==> config.mk <==
export PLATFORM = sky130hd
export DESIGN_NAME = cordic_seq_ctrl
export DESIGN_NICKNAME = d
export VERILOG_FILES = /design/src/rtl/cordic_pkg.sv /design/src/rtl/cordic_wait_cnt.sv /design/src/rtl/cordic_seq_ctrl.sv
export SDC_FILE = /design/constraint.sdc
export NUM_CORES = 1
export LEC_CHECK = 0
export ABC_AREA = 1
export CAP_MARGIN = 20
export CORE_MARGIN = 8
export CORE_UTILIZATION = 25
export DETAILED_ROUTE_END_ITERATION = 8
export PLACE_DENSITY_LB_ADDON = 0.3
export SLEW_MARGIN = 20
export SYNTH_ARGS = -nofsm -noshare
export SYNTH_HDL_FRONTEND = slang
export SYNTH_SLANG_ARGS = --single-unit
==> constraint.sdc <==
create_clock -name clk -period 2.58 [get_ports clk]
set_input_delay 0.258 -clock clk [delete_from_list [all_inputs] [get_ports clk]]
set_output_delay 0.258 -clock clk [all_outputs]
set_load 0.01 [all_outputs]
==> src/rtl/cordic_pkg.sv <==
// Shared types and default sizing for the CORDIC iteration sequencer.
package cordic_pkg;

  localparam int unsigned N_ITER_DEF = 9;
  localparam int unsigned IDX_W_DEF  = 5;
  localparam int unsigned CNT_W      = 4;

  typedef enum logic [2:0] {
    IDLE   = 3'd0,
    INIT   = 3'd1,
    SETTLE = 3'd2,
    STEP   = 3'd3,
    DONE   = 3'd4
  } state_e;

endpackage

==> src/rtl/cordic_wait_cnt.sv <==
// Loadable down-counter with zero flag; holds at zero instead of wrapping.
module cordic_wait_cnt
  import cordic_pkg::*;
#(
  parameter int unsigned W = CNT_W
) (
  input  logic         clk,
  input  logic         rst_n,
  input  logic         load,
  input  logic [W-1:0] load_val,
  input  logic         dec,
  output logic [W-1:0] cnt,
  output logic         zero_c
);

  logic [W-1:0] cnt_q;
  logic [W-1:0] cnt_d;

  always_comb begin
    cnt_d = cnt_q;
    if (load) begin
      cnt_d = load_val;
    end else if (dec && (cnt_q != '0)) begin
      cnt_d = cnt_q - W'(1);
    end
  end

  always_ff @(posedge clk or negedge rst_n) begin
    if (!rst_n) begin
      cnt_q <= '0;
    end else begin
      cnt_q <= cnt_d;
    end
  end

  assign cnt    = cnt_q;
  assign zero_c = (cnt_q == '0);

endmodule

==> src/rtl/cordic_seq_ctrl.sv <==
// Iteration sequencer for the CORDIC sin(x) datapath: init pulse, N_ITER step
// enables separated by settle gaps, done/ack handshake. CORDIC_EARLY_TERM_EN
// enables completion as soon as the residual angle reaches zero.
module cordic_seq_ctrl
  import cordic_pkg::*;
#(
  parameter int unsigned N_ITER        = N_ITER_DEF,
  parameter int unsigned IDX_W         = IDX_W_DEF,
  parameter int unsigned SETTLE_CYCLES = 1
) (
  input  logic             clk,
  input  logic             reset,
  input  logic             start,
  input  logic             abort,
  input  logic             z_sign,
  input  logic             z_zero,
  input  logic             done_ack,
  output logic             dp_init,
  output logic             dp_en,
  output logic [IDX_W-1:0] dp_idx,
  output logic             dp_dir,
  output logic             busy,
  output logic             done,
  output logic             done_early
);

  localparam logic [IDX_W-1:0] LAST_IDX   = IDX_W'(N_ITER - 1);
  localparam logic [CNT_W-1:0] SETTLE_RLD = CNT_W'(SETTLE_CYCLES - 1);
  localparam bit               NO_SETTLE  = (SETTLE_CYCLES == 0);

  state_e           state_q, state_d;
  logic [IDX_W-1:0] idx_q, idx_d;
  logic             early_q, early_d;
  logic             cnt_load;
  logic             cnt_dec;
  logic             cnt_zero_c;
  logic [CNT_W-1:0] cnt_unused;

  cordic_wait_cnt #(.W(CNT_W)) u_wait_cnt (
    .clk      (clk),
    .rst_n    (reset),
    .load     (cnt_load),
    .load_val (SETTLE_RLD),
    .dec      (cnt_dec),
    .cnt      (cnt_unused),
    .zero_c   (cnt_zero_c)
  );

`ifndef CORDIC_EARLY_TERM_EN
  logic z_zero_unused;
  assign z_zero_unused = z_zero;
`endif

  // Next-state and datapath sequencing; abort overrides everything at the end.
  always_comb begin
    state_d  = state_q;
    idx_d    = idx_q;
    early_d  = early_q;
    cnt_load = 1'b0;
    cnt_dec  = 1'b0;

    case (state_q)
      IDLE: begin
        if (start) begin
          state_d = INIT;
        end
      end
      INIT: begin
        idx_d = '0;
        if (NO_SETTLE) begin
          state_d = STEP;
        end else begin
          state_d  = SETTLE;
          cnt_load = 1'b1;
        end
      end
      SETTLE: begin
        if (cnt_zero_c) begin
          state_d = STEP;
        end else begin
          cnt_dec = 1'b1;
        end
      end
      STEP: begin
        if (idx_q == LAST_IDX) begin
          state_d = DONE;
`ifdef CORDIC_EARLY_TERM_EN
        end else if (z_zero) begin
          state_d = DONE;
          early_d = 1'b1;
`endif
        end else begin
          idx_d = idx_q + IDX_W'(1);
          if (NO_SETTLE) begin
            state_d = STEP;
          end else begin
            state_d  = SETTLE;
            cnt_load = 1'b1;
          end
        end
      end
      DONE: begin
        if (done_ack) begin
          state_d = IDLE;
          idx_d   = '0;
          early_d = 1'b0;
        end
      end
      default: begin
        state_d = IDLE;
        idx_d   = '0;
        early_d = 1'b0;
      end
    endcase

    if (abort) begin
      state_d  = IDLE;
      idx_d    = '0;
      early_d  = 1'b0;
      cnt_load = 1'b0;
      cnt_dec  = 1'b0;
    end
  end

  always_ff @(posedge clk or negedge reset) begin
    if (!reset) begin
      state_q <= IDLE;
      idx_q   <= '0;
      early_q <= 1'b0;
    end else begin
      state_q <= state_d;
      idx_q   <= idx_d;
      early_q <= early_d;
    end
  end

  // Outputs decode straight from the state flop so reset clears them at once.
  assign dp_init    = (state_q == INIT);
  assign dp_en      = (state_q == STEP);
  assign dp_idx     = idx_q;
  assign dp_dir     = (state_q == STEP) & ~z_sign;
  assign busy       = (state_q != IDLE);
  assign done       = (state_q == DONE);
  assign done_early = early_q & (state_q == DONE);

endmodule

### After elaboration in Yosys (flattened, before gate mapping)

Cells that the tools add are included.
W data, S select, Z words.

* flip-flop bits (word level): 13
* input bits: 7
* output and inout bits: 11

* $add $sub $neg: 2
* equality and inequality tests: 11
* mux-type cells: 21
* bitwise operators: 3
* reduce and logical (&&, ||, !) cells: 11

Operator list (number)
* $mux W3: 5
* $mux W5: 3
* $pmux W3 S5: 1
* $pmux W5 S3: 1
* $ne A3 B3 Y1 const B: 4
* $mux W4: 2
* $mux W1: 7
* $eq A3 B2 Y1 const B: 2
* $reduce_and A3 Y1: 2
* $add A5 B1 Y5 const B: 1
* $eq A5 B4 Y1 const B: 1
* $logic_not A4 Y1: 1
* $ne A2 B1 Y1 const B: 2
* $pmux W1 S2: 2
* $reduce_bool A4 Y1: 1
* $reduce_or A4 Y1: 1
* $sub A4 B1 Y4 const B: 1
* $eq A3 B1 Y1 const B: 1
* $eq A3 B3 Y1 const B: 1
* $logic_not A3 Y1: 1
* $reduce_bool A3 Y1: 1
* $and A1 B1 Y1: 2
* $reduce_and A2 Y1: 1
* $reduce_bool A2 Y1: 1
* other kinds (3): 3

### Longest topological paths before layout

* depth after elaboration: 7
* gate-level depth with buffers: 9
* mapped depth without buffers: 9

### By module

Synthesis repeated with hierarchy kept, for this count alone.

* cells, all modules: 125
* area total of the unflattened synthesis: 859.6 sq um

Modules (own cells, without submodules)
* cordic_seq_ctrl: instances 1, cells each 79, area each 564.3 sq um, sequential area each 200.2 sq um
* cordic_wait_cnt: instances 1, cells each 46, area each 295.3 sq um, sequential area each 100.1 sq um

### Least setup slack after synthesis

No wires, ideal clock.

* kind: reg2reg
* start point: register idx_q[0], in the netlist dp_idx[0]
* end point: register u_wait_cnt.cnt_q[3], in the netlist u_wait_cnt.cnt[3]
* arrival time: 1.147 ns
* path slack: 1.315 ns
* stages on the path, launching flop included: 9
* period minus slack after synthesis: 1.265 ns
* cell sequence: dfrtp_1 inv_1 ha_1 nand2_1 inv_1 nand3_1 nand3_2 nand3_1 nand2_1

* longest elaborated chain between the ends: 5
* elaborated cells on any way between the ends: 6
* those cells by class: eq/ne: 1; mux: 4; reduce/logical: 1

RTL lines
* start, declared: RTL line cordic_seq_ctrl.sv:32 `logic [IDX_W-1:0] idx_q, idx_d;`
* start signal, assigned: RTL line cordic_seq_ctrl.sv:132 `idx_q <= idx_d;`
* $eq A5 B4 Y1 (*): RTL line cordic_seq_ctrl.sv:85 `if (idx_q == LAST_IDX) begin`
* $mux W1 (*): RTL line cordic_seq_ctrl.sv:85
* $pmux W1 S2 (*): RTL line cordic_seq_ctrl.sv:62 `case (state_q)`
* $mux W1 (*): RTL line cordic_seq_ctrl.sv:116 `if (abort) begin`
* $mux W4 or $reduce_bool A2 Y1 (tied branches)
* end signal, assigned: RTL line cordic_wait_cnt.sv:32 `cnt_q <= cnt_d;`
* end, declared: RTL line cordic_wait_cnt.sv:16 `logic [W-1:0] cnt_q;`

Every way passes the cells marked *; elsewhere a longest branch is shown, timed or not.
A chain may end at the register's enable or synchronous reset.

### Worst setup path in the final report

* start point: register state_q[0]
* end point: output dp_dir

* longest elaborated chain between the ends: 2

RTL lines
* start, declared: RTL line cordic_seq_ctrl.sv:31 `state_e state_q, state_d;`
* start signal, assigned: RTL line cordic_seq_ctrl.sv:131 `state_q <= state_d;`
* $eq A3 B2 Y1: RTL line cordic_seq_ctrl.sv:141 `assign dp_dir = (state_q == STEP) & ~z_sign;`
* $and A1 B1 Y1: RTL line cordic_seq_ctrl.sv:141
* end, declared: RTL line cordic_seq_ctrl.sv:21 `output logic dp_dir,`

Every way passes these cells.

==> summary.md <==
| Metric | Value |
|---|---|
| Outcome | finished, final reports clean |
| Inserted Clock Buffers | 3 |
| Fin crit share | 76.3% |
| Critical path arrival | 1710 ps |
| Area Overhead vs Synth | 26.3% |
| Final number of setup-violating endpoints | 0 |
| R2R setup slack | 1200 ps |
| Crit. End Element | output pin |
| # DRC | 0 |
| Layout cells sized above 1 | 14.6% |
| DR WL/cell | 10.3 um |
| Routed via count | 759 |
| Max_slew headroom | 62.6% |
| Postcts setup bufs | 0 |
| Max Fclk | 508 MHz |
| Synth area leader | dfrtp_1 |
| Clk_skew | 3.50 ps |
| First-pass GRT wire length | 3090 um |
| Final Net Count | 142 |
| Sinks on Clock Net | 12 |
| DRT Wirelength | 1810 um |
| Largest net degree at the start of global routing | 13 |
| Final ANT Viol Nets | 0 |
| Hold Path Class | in -> async |
| Gp weighted congestion | 0.748 |
| RSZ-0062 raised after global routing | no |
| Initial detailed-routing violation count | 31 |
| Reg-to-reg critical path startpoint | dp_idx[0] |
| TritonCTS clock tree | yes |
| Initial antenna violation count | 0 |
| Clock Path Buffers | 2 |
| Hold Fails Final Rpt | 0 |
| Sequential fraction of the synthesis area | 35.8% |
| Leakage | 0.500 nW |
| Setup TNS | 0 ps |
| First-pass DRT Iterations | 4 |
| Ranking of synthesized cells by area | dfrtp_1, nand2_1, nand3_1 |
| Initial core utilization | 25.5% |
| Crit Path Class | reg -> out |
| Post-route minimum period | 1970 ps |
| WP data required | 2320 ps |
| I/O pin count | 18 |
| Post-Syn Area | 838 um^2 |
| CTS Hold Bufs | 0 |
| Die Y | 73.9 um |
| Number of port buffers | 15 |
| Syn. warnings | 0 |
| Floorplan core area | 3280 um^2 |
| GRT overflow | 0 |
| Die area | 5460 um^2 |
| Root buffer cell | clkbuf_4 |
| Ant. Diodes | 0 |
| Dpl hpwl | 1410 um |
| Syn_area_per_cell | 7.35 um^2 |
| Reg clk slew, reported paths | 90 ps |
| Synth Register Bits | 12 |
| Fin. max-slew vios | 0 |
| Fillers | 352 |
| Clock Latency Late Sink | 270 ps |
| Reg2reg end | u_wait_cnt.cnt[3] |
| Post-cts repair resize count | 0 |
| Startpoint Class | register |
| Post-synthesis cell type count | 24 |
| Die Wd | 73.9 um |
| Synthesized netlist net count | 125 |
| H-Tree Depth | 1 |
| CP Max Fanout | 5 |
| # rows | 21 |
| Power Density | 383 nW/um^2 |
| Slew @ Worst Pin | 559 ps |
| FF-to-FF path depth | 8 |
| Vias in the first global route | 699 |
| Yosys top cell area share | 35.8% |
| Total GRT Usage | 6.99% |
| Post-Synthesis Cells | 114 |
| Max VDD drop | 78.6 uV |
| Final hold slack | 334 ps |
| Max Cap Violations | 0 |
| Vias/cell | 4.31 |
-- layout by cell type (no fill, tap or decap), types with 2 or more instances in the layout --
cell	n
clkbuf_4	3
nand2_2	4
nor3_1	2
nor2_1	7
inv_1	15
nand2_1	31
nor2_2	5
ha_1	4
dfrtp_1	12
clkdlybuf4s50_1	15
inv_2	2
nand4_1	5
nand3_1	14
-- critical path, stage by stage (launching register included) --
cell	delay [ps]
dfrtp_1	450
inv_1	90
nor2_2	140
nand2_1	110
nor2_1	110
clkdlybuf4s50_1	540
-- power breakdown --
part / total [W] / internal [W] / switching (W)
sequential: 0.000197 / 0.000191 / 0.00000679
combinational: 0.0000513 / 0.0000226 / 0.0000287
clock: 0.000157 / 0.0000857 / 0.0000708
total: 0.000405 / 0.000299 / 0.000106
-- metrics by stage --
stage	instances	setup WS (ps)	utilization, %	total power [W]	instance area [um^2]
floorplan	114	1310	-	0.000230	838
global placement	172	910	31.1	0.000253	1020
detailed placement	172	896	31.1	0.000253	1020
CTS	176	585	32.2	0.000410	1060
global route	176	486	32.2	0.000426	1060
finish	176	612	32.2	0.000405	1060
-- state kept, by name, summed over array words and instances, names as in the netlist --
register and cells:
dp_idx 5, u_wait_cnt.cnt 4, state_q 3
-- metal layers --
layer | wire, um | share of wire [%] | up-vias | track usage [%]
li1 | - | - | 389 | -
met1 | 878 | 48 | 360 | 9.29
met2 | 871 | 48 | 10 | 10.5
met3 | 64 | 3.5 | 0 | 1.64
met4 | 0 | 0 | 0 | 2.66
met5 | 0 | 0 | - | 0
-- worst max-delay path by stage --
stage	to	slack, ps	from	cells past startpoint
floorplan	u_wait_cnt.cnt[3]	1310	dp_idx[0]	8
global route	dp_dir	490	state_q[0]	5
detailed placement	dp_dir	900	state_q[0]	5
global placement	dp_dir	910	state_q[0]	5
CTS	dp_dir	590	state_q[0]	5
finish	dp_dir	610	state_q[0]	5
-- synth_stat cells --
cell	number
nor2_1	7
xnor2_1	1
nor3_1	2
or2_1	1
nor3_2	1
buf_6	1
o2111ai_1	1
nand3_4	1
ha_1	4
conb_1	1
nor2_4	1
inv_1	15
nand4_1	5
buf_2	1
nand2_2	4
xor2_1	1
inv_2	2
nand3_1	14
a21oi_1	1
dfrtp_1	12
buf_4	1
nand2_1	31
nand3_2	1
nor2_2	5
-- layout make-up --
cell class / instances / area, um^2 / area share, %
Multi-Input combinational cell: 82 / 450 / 42.6
Sequential cell: 12 / 300 / 28.4
Timing Repair Buffer: 15 / 150 / 14.2
Inverter: 17 / 63.8 / 6.03
Tap cell: 46 / 57.6 / 5.44
Clock buffer: 4 / 36.3 / 3.43
-- cell families (layout without fill, tap and decap cells) --
group	after synthesis	in the layout	synth area share [%]
and+or+nand+nor	73	73	43.6
buffers and inverters	20	36	10.4
DFF	12	12	35.8
adders and majority gates	4	4	5.97
AOI/OAI and AO/OA	2	2	1.64
xor gates and xnor gates	2	2	2.09
other	1	1	0.447
No activity file was read; power rests on OpenSTA's default activity.
